$ cat src/rtl/fp16_mul_pipe.sv
// fp16_mul_pipe: three-stage valid/ready IEEE-754 binary16 multiplier.
// Stages: S1 unpack/multiply, S2 normalize (guard/round/sticky), S3 round-to-nearest-even/pack.
// Subnormal inputs are treated as zero and subnormal results flush to signed zero.
// Optional feature: define FP16_MUL_FLAGS_EN to add flags[3:0] = {invalid, overflow, underflow, inexact}.
module fp16_mul_pipe #(
  parameter logic [15:0] NAN_CANON = 16'h7E00,
  parameter bit          FTZ       = 1'b1   // 1: subnormal operands read as zero, subnormal results flush to signed zero
) (
  input  logic        clk,
  input  logic        rst_n,
  input  logic        in_valid,
  output logic        in_ready,
  input  logic [15:0] a,
  input  logic [15:0] b,
  output logic        out_valid,
  input  logic        out_ready,
  output logic [15:0] result
`ifdef FP16_MUL_FLAGS_EN
  ,
  output logic [3:0]  flags
`endif
);

  typedef enum logic [1:0] {SP_NONE = 2'd0, SP_NAN = 2'd1, SP_INF = 2'd2, SP_ZERO = 2'd3} spec_t;

  // The whole pipe moves together; it only freezes when the output is held.
  logic advance;
  assign advance  = !out_valid | out_ready;
  assign in_ready = advance;

  // ---------------- S1: unpack, classify, multiply ----------------
  logic               a_zero, b_zero, a_inf, b_inf, a_nan, b_nan;
  spec_t              s1_spec_next;
  logic signed [6:0]  s1_exp_next;
  logic [21:0]        s1_frac_next;

  logic               s1_valid, s1_sign;
  spec_t              s1_spec;
  logic signed [6:0]  s1_exp;
  logic [21:0]        s1_frac;
`ifdef FP16_MUL_FLAGS_EN
  logic               s1_inv_next, s1_inv;
`endif

  // Classify operands, compute the biased exponent sum and the full significand product.
  always_comb begin
    a_zero = (a[14:10] == 5'd0) && (FTZ || (a[9:0] == 10'd0));
    b_zero = (b[14:10] == 5'd0) && (FTZ || (b[9:0] == 10'd0));
    a_inf  = (a[14:10] == 5'h1F) && (a[9:0] == 10'd0);
    b_inf  = (b[14:10] == 5'h1F) && (b[9:0] == 10'd0);
    a_nan  = (a[14:10] == 5'h1F) && (a[9:0] != 10'd0);
    b_nan  = (b[14:10] == 5'h1F) && (b[9:0] != 10'd0);
    s1_spec_next = SP_NONE;
    if (a_nan || b_nan || (a_inf && b_zero) || (b_inf && a_zero))
      s1_spec_next = SP_NAN;
    else if (a_inf || b_inf)
      s1_spec_next = SP_INF;
    else if (a_zero || b_zero)
      s1_spec_next = SP_ZERO;
    s1_exp_next  = $signed({2'b00, a[14:10]}) + $signed({2'b00, b[14:10]}) - 7'sd15;
    s1_frac_next = {11'd0, 1'b1, a[9:0]} * {11'd0, 1'b1, b[9:0]};
`ifdef FP16_MUL_FLAGS_EN
    // Invalid: inf x zero, or a signaling NaN operand (quiet bit clear).
    s1_inv_next = (a_inf && b_zero) || (b_inf && a_zero) ||
                  (a_nan && !a[9]) || (b_nan && !b[9]);
`endif
  end

  // S1 register bank.
  always_ff @(posedge clk or negedge rst_n) begin
    if (!rst_n) begin
      s1_valid <= 1'b0;
      s1_sign  <= 1'b0;
      s1_spec  <= SP_NONE;
      s1_exp   <= 7'sd0;
      s1_frac  <= 22'd0;
`ifdef FP16_MUL_FLAGS_EN
      s1_inv   <= 1'b0;
`endif
    end else if (advance) begin
      s1_valid <= in_valid;
      s1_sign  <= a[15] ^ b[15];
      s1_spec  <= s1_spec_next;
      s1_exp   <= s1_exp_next;
      s1_frac  <= s1_frac_next;
`ifdef FP16_MUL_FLAGS_EN
      s1_inv   <= s1_inv_next;
`endif
    end
  end

  // ---------------- S2: normalize to 1.xxx with guard/round/sticky ----------------
  logic [9:0]         s2_mant_next;
  logic               s2_g_next, s2_r_next, s2_s_next;
  logic signed [6:0]  s2_exp_next;

  logic               s2_valid, s2_sign, s2_g, s2_r, s2_s;
  spec_t              s2_spec;
  logic [9:0]         s2_mant;
  logic signed [6:0]  s2_exp;
`ifdef FP16_MUL_FLAGS_EN
  logic               s2_inv;
`endif

  // Product of two 1.x significands lies in [1,4); a set bit 21 means it is >= 2.
  always_comb begin
    if (s1_frac[21]) begin
      s2_mant_next = s1_frac[20:11];
      s2_g_next    = s1_frac[10];
      s2_r_next    = s1_frac[9];
      s2_s_next    = |s1_frac[8:0];
      s2_exp_next  = s1_exp + 7'sd1;
    end else begin
      s2_mant_next = s1_frac[19:10];
      s2_g_next    = s1_frac[9];
      s2_r_next    = s1_frac[8];
      s2_s_next    = |s1_frac[7:0];
      s2_exp_next  = s1_exp;
    end
  end

  // S2 register bank.
  always_ff @(posedge clk or negedge rst_n) begin
    if (!rst_n) begin
      s2_valid <= 1'b0;
      s2_sign  <= 1'b0;
      s2_spec  <= SP_NONE;
      s2_mant  <= 10'd0;
      s2_g     <= 1'b0;
      s2_r     <= 1'b0;
      s2_s     <= 1'b0;
      s2_exp   <= 7'sd0;
`ifdef FP16_MUL_FLAGS_EN
      s2_inv   <= 1'b0;
`endif
    end else if (advance) begin
      s2_valid <= s1_valid;
      s2_sign  <= s1_sign;
      s2_spec  <= s1_spec;
      s2_mant  <= s2_mant_next;
      s2_g     <= s2_g_next;
      s2_r     <= s2_r_next;
      s2_s     <= s2_s_next;
      s2_exp   <= s2_exp_next;
`ifdef FP16_MUL_FLAGS_EN
      s2_inv   <= s1_inv;
`endif
    end
  end

  // ---------------- S3: round, range-check, pack ----------------
  logic               inc;
  logic [10:0]        mant_rnd;
  logic signed [6:0]  exp_fin;
  logic [15:0]        res_next;
`ifdef FP16_MUL_FLAGS_EN
  logic               ovf, unf, inx;
`endif

  // Round-to-nearest-even; a mantissa carry-out wraps to zero and bumps the exponent.
  always_comb begin
    inc      = s2_g & (s2_r | s2_s | s2_mant[0]);
    mant_rnd = {1'b0, s2_mant} + {10'd0, inc};
    exp_fin  = s2_exp + (mant_rnd[10] ? 7'sd1 : 7'sd0);
    res_next = {s2_sign, exp_fin[4:0], mant_rnd[9:0]};
`ifdef FP16_MUL_FLAGS_EN
    ovf = 1'b0;
    unf = 1'b0;
    inx = 1'b0;
`endif
    case (s2_spec)
      SP_NAN:  res_next = NAN_CANON;
      SP_INF:  res_next = {s2_sign, 5'h1F, 10'd0};
      SP_ZERO: res_next = {s2_sign, 15'd0};
      default: begin
`ifdef FP16_MUL_FLAGS_EN
        inx = s2_g | s2_r | s2_s;
`endif
        if (exp_fin >= 7'sd31) begin
          res_next = {s2_sign, 5'h1F, 10'd0};
`ifdef FP16_MUL_FLAGS_EN
          ovf = 1'b1;
          inx = 1'b1;
`endif
        end else if (exp_fin <= 7'sd0) begin
          res_next = {s2_sign, 15'd0};
`ifdef FP16_MUL_FLAGS_EN
          unf = 1'b1;
          inx = 1'b1;
`endif
        end
      end
    endcase
  end

  // Output register: result and flags are held while the consumer stalls.
  always_ff @(posedge clk or negedge rst_n) begin
    if (!rst_n) begin
      out_valid <= 1'b0;
      result    <= 16'h0000;
`ifdef FP16_MUL_FLAGS_EN
      flags     <= 4'd0;
`endif
    end else if (advance) begin
      out_valid <= s2_valid;
      result    <= res_next;
`ifdef FP16_MUL_FLAGS_EN
      flags     <= {s2_inv, ovf, unf, inx};
`endif
    end
  end

endmodule
$ cat config.mk
export PLATFORM = sky130hd
export DESIGN_NAME = fp16_mul_pipe
export DESIGN_NICKNAME = d
export VERILOG_FILES = /design/src/rtl/fp16_mul_pipe.sv
export SDC_FILE = /design/constraint.sdc
export NUM_CORES = 1
export LEC_CHECK = 0
export CAP_MARGIN = 30
export CELL_PAD_IN_SITES_DETAIL_PLACEMENT = 2
export CELL_PAD_IN_SITES_GLOBAL_PLACEMENT = 2
export CORE_ASPECT_RATIO = 1.5
export CORE_MARGIN = 8
export CORE_UTILIZATION = 41
export DETAILED_ROUTE_END_ITERATION = 7
export MAX_ROUTING_LAYER = met4
export PLACE_DENSITY_LB_ADDON = 0.1
export SYNTH_ARGS = -nofsm -noshare
export SYNTH_HDL_FRONTEND = slang
export SYNTH_SLANG_ARGS = --single-unit
$ cat constraint.sdc
create_clock -name clk -period 5.33 [get_ports clk]
set_input_delay 1.3325 -clock clk [delete_from_list [all_inputs] [get_ports clk]]
set_output_delay 1.3325 -clock clk [all_outputs]
set_load 0.05 [all_outputs]
**Word level (Yosys, flattened, before mapping)**

Cells that the tools add are included.

- Flip-flop bits (word level): 74
- Bits of input ports: 36
- Output and inout port bits: 18
- Word-level logic and storage cells: 65

- Add/subtract/negate cells: 5
- Multipliers: 1
- Order comparisons: 2
- Equal/unequal tests: 5
- Multiplexer cells: 12
- Bitwise gates (word level): 5
- Reductions and logical operators: 20

Operator list:

| cell | number |
|---|---|
| case mux 16 bit (3 select lines) | 1 |
| two-way mux 15 bit | 2 |
| multiplier 11 x 11 -> 22 bit | 1 |
| logical NOT 10 bit | 2 |
| nonzero test 10 bit | 2 |
| adder 10 x 1 -> 11 bit | 1 |
| == test 5 bit (second input constant) | 2 |
| logical NOT 5 bit | 2 |
| two-way mux 10 bit | 1 |
| OR reduction 9 bit | 1 |
| OR reduction 8 bit | 1 |
| adder 7 x 2 -> 7 bit | 1 |
| adder 7 x 2 -> 7 bit (second input constant) | 1 |
| greater-or-equal comparator 7 x 6 -> 1 bit (second input constant) | 1 |
| <= comparator 7 x 1 -> 1 bit (second input constant) | 1 |
| two-way mux 7 bit | 1 |
| subtractor 6 x 4 -> 7 bit (second input constant) | 1 |
| adder 5 x 5 -> 6 bit | 1 |
| logical AND 1 bit | 6 |
| two-way mux 2 bit | 3 |
| logical OR 1 bit | 5 |
| == test 2 bit (second input constant) | 2 |
| two-way mux 1 bit | 4 |
| OR 1 bit | 3 |
| other kinds (4) | 4 |

**Depth between registers and ports, before layout**

Gate-level depths: netlist (run 1).

- Depth after elaboration: 10
- Depth in mapped cells: 21
- Depth with buffers taken out: 19

**Worst setup path after synthesis (run 1)**

Ideal clock, no wire load.

- Path kind: in2reg
- Start point: input a[5]
- End point: register s1_frac[21]
- Library setup time: 0.125 ns
- Arrival time: 6.033 ns
- Required time: 5.205 ns
- Setup slack: -0.828 ns
- Stages: 20
- Path buffers: 1
- Path through: clkbuf_1 nand2_1 fa_1 inv_1 fa_1 inv_1 fa_1 inv_1 fa_1 inv_1 fa_1 inv_1 ha_1 o21a_1 o21ai_0 a31oi_2 a31oi_1 nor2_1 a31oi_1 mux2_2

- Longest elaborated chain between the ends: 1

RTL lines:

| element | line | RTL |
|---|---|---|
| start, declared | 13 | `input logic [15:0] a,` |
| multiplier 11 x 11 -> 22 bit | 61 | `s1_frac_next = {11'd0, 1'b1, a[9:0]} * {11'd0, 1'b1, b[9:0]};` |
| end signal, assigned | 85 | `s1_frac <= s1_frac_next;` |
| end, declared | 40 | `logic [21:0] s1_frac;` |

Every way passes these cells.
A chain may end at the register's enable or synchronous reset.

**Worst setup path after layout (run 1)**

- Start point: input a[7]
- End point: register s1_frac[20]

The elaborated chain is that of the path after synthesis.

==> results of run 1 <==
[layout by cell type (no fill, tap or decap), types with 10 or more instances in the layout]
cell,netlist,final
a21oi_1,33,21
a21oi_2,0,10
and2_1,42,35
buf_4,0,110
buf_6,0,26
clkdlybuf4s50_1,0,33
dfrtp_1,74,74
fa_1,81,72
ha_1,76,59
ha_4,0,14
inv_1,141,113
inv_2,1,22
mux2i_1,13,13
nand2_1,139,124
nand2_2,0,14
nand3_1,11,10
nor2_1,39,34
o21ai_0,45,38
o21ai_1,9,11
xnor2_1,22,16
xor2_1,18,18
[power breakdown]
group / leakage [nW] / total (mW) / internal, mW / switching, mW
logic: 3.95 / 5.91 / 2.60 / 3.31
clock network: 0.142 / 0.624 / 0.372 / 0.252
registers: 0.899 / 1.12 / 0.819 / 0.300
total: 4.99 / 7.65 / 3.79 / 3.86
[layout make-up]
cell class / instances / area (um2) / share of cell area, %
flip-flops and latches: 74 / 1850 / 17.8
multi-input cells: 612 / 5660 / 54.6
clock inverters: 3 / 40.0 / 0.386
inverters: 142 / 571 / 5.50
well taps: 252 / 315 / 3.04
clock buffers: 12 / 246 / 2.38
repair buffers: 185 / 1690 / 16.3
[repair_timing]
item	in CTS	in global routing
buffers inserted	35	12
gates cloned	1	0
pin swaps	70	44
endpoints found under the setup margin	15	14
resized for setup	188	50
[cells by family (layout without fill, tap and decap cells)]
group	count (synthesis)	count (layout)	share of synthesized area, %
and+or+nand+nor	273	273	16.8
buffers and inverters	180	342	8.88
adders and majority gates	157	157	33.6
AOI/OAI and AO/OA	128	128	10.2
DFF	74	74	24.2
xor gates and xnor gates	40	40	4.57
muxes	14	14	1.84
[registers in the layout, indices dropped and copies added, names as in the netlist]
signal     cells
s2_mant       10
s2_exp         7
s2_spec        2
s1_frac       22
s2_s           1
s2_r           1
s1_exp         7
s1_spec        2
s2_valid       1
result        16
s2_sign        1
s1_sign        1
s1_valid       1
out_valid      1
s2_g           1
[routing by layer]
layer	global-route usage [%]	vias to the layer above	routed length, um
li1	-	3064	-
met1	28.7	3898	13700
met2	59.5	335	22900
met3	4.01	207	1580
met4	23.9	0	3490
met5	-	-	0
[worst reg2reg max path, stage by stage (launching register included)]
cell,delay [ps]
dfrtp_1,410
and2_1,210
ha_1,220
and3_1,300
and3_1,240
ha_1,270
ha_1,380
nand3_1,260
xor2_1,260
o21ai_0,260
nor2_1,130
nor3_4,400
nand2_4,160
o21ai_1,220
[worst paths after layout]
check / from / endpoint / slack (ps) / cells after the start
setup reg to reg: s2_g$_DFFE_PN0P_ / result[8]$_DFFE_PN0P_ / 1510 / 13
min in group asynchronous: rst_n / result[14]$_DFFE_PN0P_ / 790 / 1
hold / removal: result[3]$_DFFE_PN0P_ / result[3]$_DFFE_PN0P_ / 510 / 2
max in group asynchronous: rst_n / result[7]$_DFFE_PN0P_ / 3970 / 2
hold reg to reg: result[3]$_DFFE_PN0P_ / result[3]$_DFFE_PN0P_ / 510 / 2
setup / recovery: a[7] / s1_frac[20]$_DFFE_PN0P_ / -800 / 20
[stage by stage]
stage               instances  setup TNS (ps)
global route             1280           -7870
floorplan                 866           -1050
finish                   1280           -6570
detailed placement       1227          -15040
CTS                      1275           -2610
global placement         1227          -11820
==> flow_summary.yaml, run 1 <==
timing:
  period_share_pct: 115
  whs_ps: 512
  period_needed_ps: 6130
  rsz0062_at_grt: "true"
  fmaxAchievable_mhz: 163
  maxSlewHeadroom_pct: 39.3
  slew_violations: 0
  hold_violations: 0
  finalWorstSetupSlack_ps: -802
  fin_skew_ps: 10.3
  finalSetupViolCount: 14
  worst_pin_slew_ps: 910
clocking:
  cts_buffers: 9
  cts_max_path_buffers: 2
  cts_sinks: 74
  h-tree-depth: 3
  clk_pin_slew_ps: 60
  insertion_delay_ps: 340
  clockRootBuffer: "clkbuf_16"
  cts_tree: "built"
  cts_hold_buf: 0
drt:
  totalWireLength_um: 41600
  drc: 0
  via_per_inst: 5.86
  routedWlPerCell_um: 32.5
  detail_route.first_pass.iterations: 5
  drt_iter0_markers: 477
  vias: 7504
  ant_nets: 0
synthesis:
  synth.most_common_cell: "inv_1"
  yosysTopAreaCell: "dfrtp_1"
  synth_top_area_share_pct: 24.2
  ys_types: 52
  yosysWarningCount: 0
  netlist_area_um2: 7670
  synth_seq_cells: 74
  synth_commonest_cells: "inv_1 (141), nand2_1 (139), fa_1 (81), ha_1 (76), dfrtp_1 (74)"
  syn_nets: 1059
  synth_area_leaders: "dfrtp_1 (24%), fa_1 (21%), ha_1 (12%)"
  async_reset_ff_share_pct: 100
  synth_ff_type: "dfrtp_1"
  synth.avg_cell_area_um2: 8.85
  synth_edf_count: 0
  syn_inst: 866
  ys_seq_area_share_pct: 24.2
setup_path:
  path_buf_inv: 6
  path_cells: "buf_4 -> nand2_1 -> fa_1 -> inv_2 -> fa_1 -> inv_2 -> fa_1 -> inv_1 -> fa_1 -> inv_1 -> fa_1 -> inv_2 -> ha_4 -> o211ai_1 -> nor3_2 -> a211oi_2 -> o21ai_2 -> a21oi_2 -> xor2_1 -> a21oi_1"
  slowest_stage: "fa_1"
  worstSetupEndpointType: "flip-flop"
  crit_path_start_kind: "primary input"
  crit_family: "adder cells"
  cpMostUsedCell: "fa_1"
  worst-setup-path-type: "in -> reg"
  cp_max_fo: 7
  slowest_delay_ps: 570
  cp_data_required_time_ps: 5520
  crit_arrival_ps: 6320
grt:
  grt_pass1_wl_um: 53800
  grt-ovfl-total: 0
  grtUsageTotal_pct: 31.8
  antenna_found_initial: 0
  grt_max_degree: 90
  grt_pass1_vias: 8738
floorplan:
  core.rowCount: 61
  coreArea_um2: 18500
  io_pins: 54
  start_util_pct: 41.5
  die_height_um: 183
  dieWidth_um: 128
  die_area_um2: 23400
power_and_ir_drop:
  max-vdd-ir-drop_v: 0.000380
  p_total_mw: 7.65
  p_leak_nw: 4.99
  powerDensity_nw_per_um2: 738
placement:
  place.gp.congestion: 0.902
  place_hpwl_um: 20900
  dpl_cell_area_um2: 9220
  io_buffers: 53
  pre_cts_ws_ps: -1320
final_layout:
  fin_nets: 1217
  utilization_pct: 56.2
  fillers: 1862
  design_area_um2: 10400
  antenna_cells: 0
  area_growth_pct: 35.4
  drive_gt1_share_pct: 28.2
hold_path:
  hp-class: "reg -> reg"
job:
  drv_cap: 0
status:
  status: "finished with violations"
  violations: "negative setup slack"
Power figures use the tool's default switching activity.
==> run 2, diff against run 1 <==
--- a/config.mk
+++ b/config.mk
@@ -9,7 +9,7 @@
 export CELL_PAD_IN_SITES_DETAIL_PLACEMENT = 2
 export CELL_PAD_IN_SITES_GLOBAL_PLACEMENT = 2
 export CORE_ASPECT_RATIO = 1.5
-export CORE_MARGIN = 8
+export CORE_MARGIN = 4
 export CORE_UTILIZATION = 41
 export DETAILED_ROUTE_END_ITERATION = 7
 export MAX_ROUTING_LAYER = met4
==> run 2 against run 1 <==
Sequential share of layout area is 0.25 points lower. The run still ends with negative setup slack left. Via count is 1.1% higher. Global-route usage is 3.6 points higher.
==> flow_summary.yaml, run 2 (synthesis gave the netlist of run 1 again) <==
status:
  status: "finished with violations"
  violations: "negative setup slack"
power_and_ir_drop:
  switchingPower_mw: 4.01
  seqPwrFrac_pct: 14.2
  p_leak_nw: 5.03
  p_int_mw: 3.92
  max-vdd-ir-drop_v: 0.000322
  pwr-share-comb_pct: 77.1
  powerDensity_nw_per_um2: 754
  p_total_mw: 7.93
  sw_frac_of_total_pct: 50.6
  pwr-share-clk_pct: 8.8
drt:
  drc: 0
  via_per_inst: 5.92
  totalWireLength_um: 42200
  vias: 7589
  detail_route.first_pass.iterations: 5
  routedWlPerCell_um: 32.9
  ant_nets: 0
  drt_iter0_markers: 569
placement:
  pre_cts_ws_ps: -1410
  place.gp.congestion: 0.892
  io_buffers: 53
  place_hpwl_um: 20800
  dpl_cell_area_um2: 9200
  placedCellCount: 1226
setup_path:
  timing.rr.start: "s2_g$_DFFE_PN0P_"
  reg2reg_slack_ps: 1790
  worstSetupEndpointType: "flip-flop"
  worst_r2r_path_depth: 13
  crit_arrival_ps: 6360
  cp_max_fo: 5
  crit_path_start: "b[4]"
  worst-setup-path-type: "in -> reg"
  crit_path_start_kind: "primary input"
  cp_data_required_time_ps: 5540
clocking:
  clk_pin_slew_ps: 70
  cts_sinks: 74
  cts_max_path_buffers: 2
  clockRootBuffer: "clkbuf_16"
  insertion_delay_ps: 350
  cts_buffers: 9
  h-tree-depth: 3
  cts_hold_buf: 0
  cts_tree: "built"
floorplan:
  die_area_um2: 21000
  dieWidth_um: 120
  start_util_pct: 41.5
  core.rowCount: 61
  coreArea_um2: 18500
  die_height_um: 175
  io_pins: 54
final_layout:
  design_area_um2: 10500
  antenna_cells: 0
  final_cells: 1281
  utilization_pct: 57.0
  largest-register: "s1_frac"
  fin_nets: 1217
  final_cell_mix: "nand2_1 (125), buf_4 (109), inv_1 (108), dfrtp_1 (74), fa_1 (64)"
  mostFrequentLayoutCell: "nand2_1"
  largest_reg_flops: 22
  reg.largest.list: "s1_frac x22, result x16, s2_mant x10"
  area_growth_pct: 37.3
  drive_gt1_share_pct: 30.1
  fillers: 1880
timing:
  fin_skew_ps: 12.6
  period_needed_ps: 6150
  rsz0062_at_grt: "true"
  fmaxAchievable_mhz: 163
  worst_pin_slew_ps: 853
  finalSetupViolCount: 13
  setup_tns_ps: -7270
  finalWorstSetupSlack_ps: -820
  hold_violations: 0
  maxSlewHeadroom_pct: 43.1
  whs_ps: 492
  period_share_pct: 115
  slew_violations: 0
job:
  drv_cap: 0
grt:
  grt_max_degree: 80
  antenna_found_initial: 0
  grt_pass1_vias: 8793
  grtUsageTotal_pct: 35.4
  grt_pass1_wl_um: 53900
  grt-ovfl-total: 0
hold_path:
  hp-class: "reg -> reg"
  hp-start: "s2_valid$_DFFE_PN0P_"
  min_path_cells: 1
## run 2: cell types whose count changed in the layout (fill, tap and decap cells not counted), moves of 4 or more
cell     before  now
nand2_4       2    6
fa_2          9   17
fa_1         72   64
nand2_2      14    9
inv_2        22   28
inv_1       113  108
## run 2: per-layer routing
metal / up-vias / track usage [%] / wire length, um
met5: - / - / 0
met4: 0 / 22.2 / 3710
met3: 239 / 4.93 / 1670
met2: 400 / 67.0 / 22800
met1: 3887 / 33.0 / 14000
li1: 3063 / - / -
## run 2: cell type report
cell class,count,area [um2],area share [%]
clock inverters,5,77.6,0.737
inverters,142,561,5.33
well taps,252,315,3.00
clock buffers,11,243,2.31
repair buffers,185,1710,16.2
flip-flops and latches,74,1850,17.6
multi-input cells,612,5770,54.8
## run 2: power by group through the flow
| stage | Combinational [mW] | Sequential (mW) | Clock [mW] |
|---|---|---|---|
| 2_1_floorplan | 2.42 | 1.15 | 0 |
| 3_3_place_gp | 3.67 | 1.02 | 0 |
| 3_5_place_dp | 4.02 | 1.04 | 0 |
| 4_1_cts | 4.72 | 1.04 | 0.664 |
| 5_1_grt | 6.34 | 1.14 | 0.709 |
| 6_report | 6.11 | 1.12 | 0.696 |
## run 2: worst paths after layout
path / end
hold reg to reg: out_valid$_DFFE_PN0P_
setup reg to reg: result[9]$_DFFE_PN0P_
setup / recovery: s1_frac[20]$_DFFE_PN0P_
min in group asynchronous: s1_valid$_DFFE_PN0P_
hold / removal: out_valid$_DFFE_PN0P_
max in group asynchronous: result[7]$_DFFE_PN0P_
## run 2: timing repair
item | CTS | global route
pin swaps | 67 | 65
setup endpoints to repair | 15 | 14
gates cloned | 1 | 0
setup buffers | 32 | 12
resized for setup | 174 | 99
## run 2: worst max-delay path, stage by stage
cell	delay, ps
buf_8	80
buf_6	120
buf_12	110
nand2_4	40
fa_1	550
inv_2	50
fa_1	530
inv_2	50
fa_1	500
inv_2	40
fa_1	520
inv_2	80
fa_1	560
inv_2	70
ha_4	250
o211ai_1	220
buf_4	190
nor3_4	40
a211oi_2	290
o21ai_2	150
a21oi_2	190
xor2_1	250
a21oi_1	120
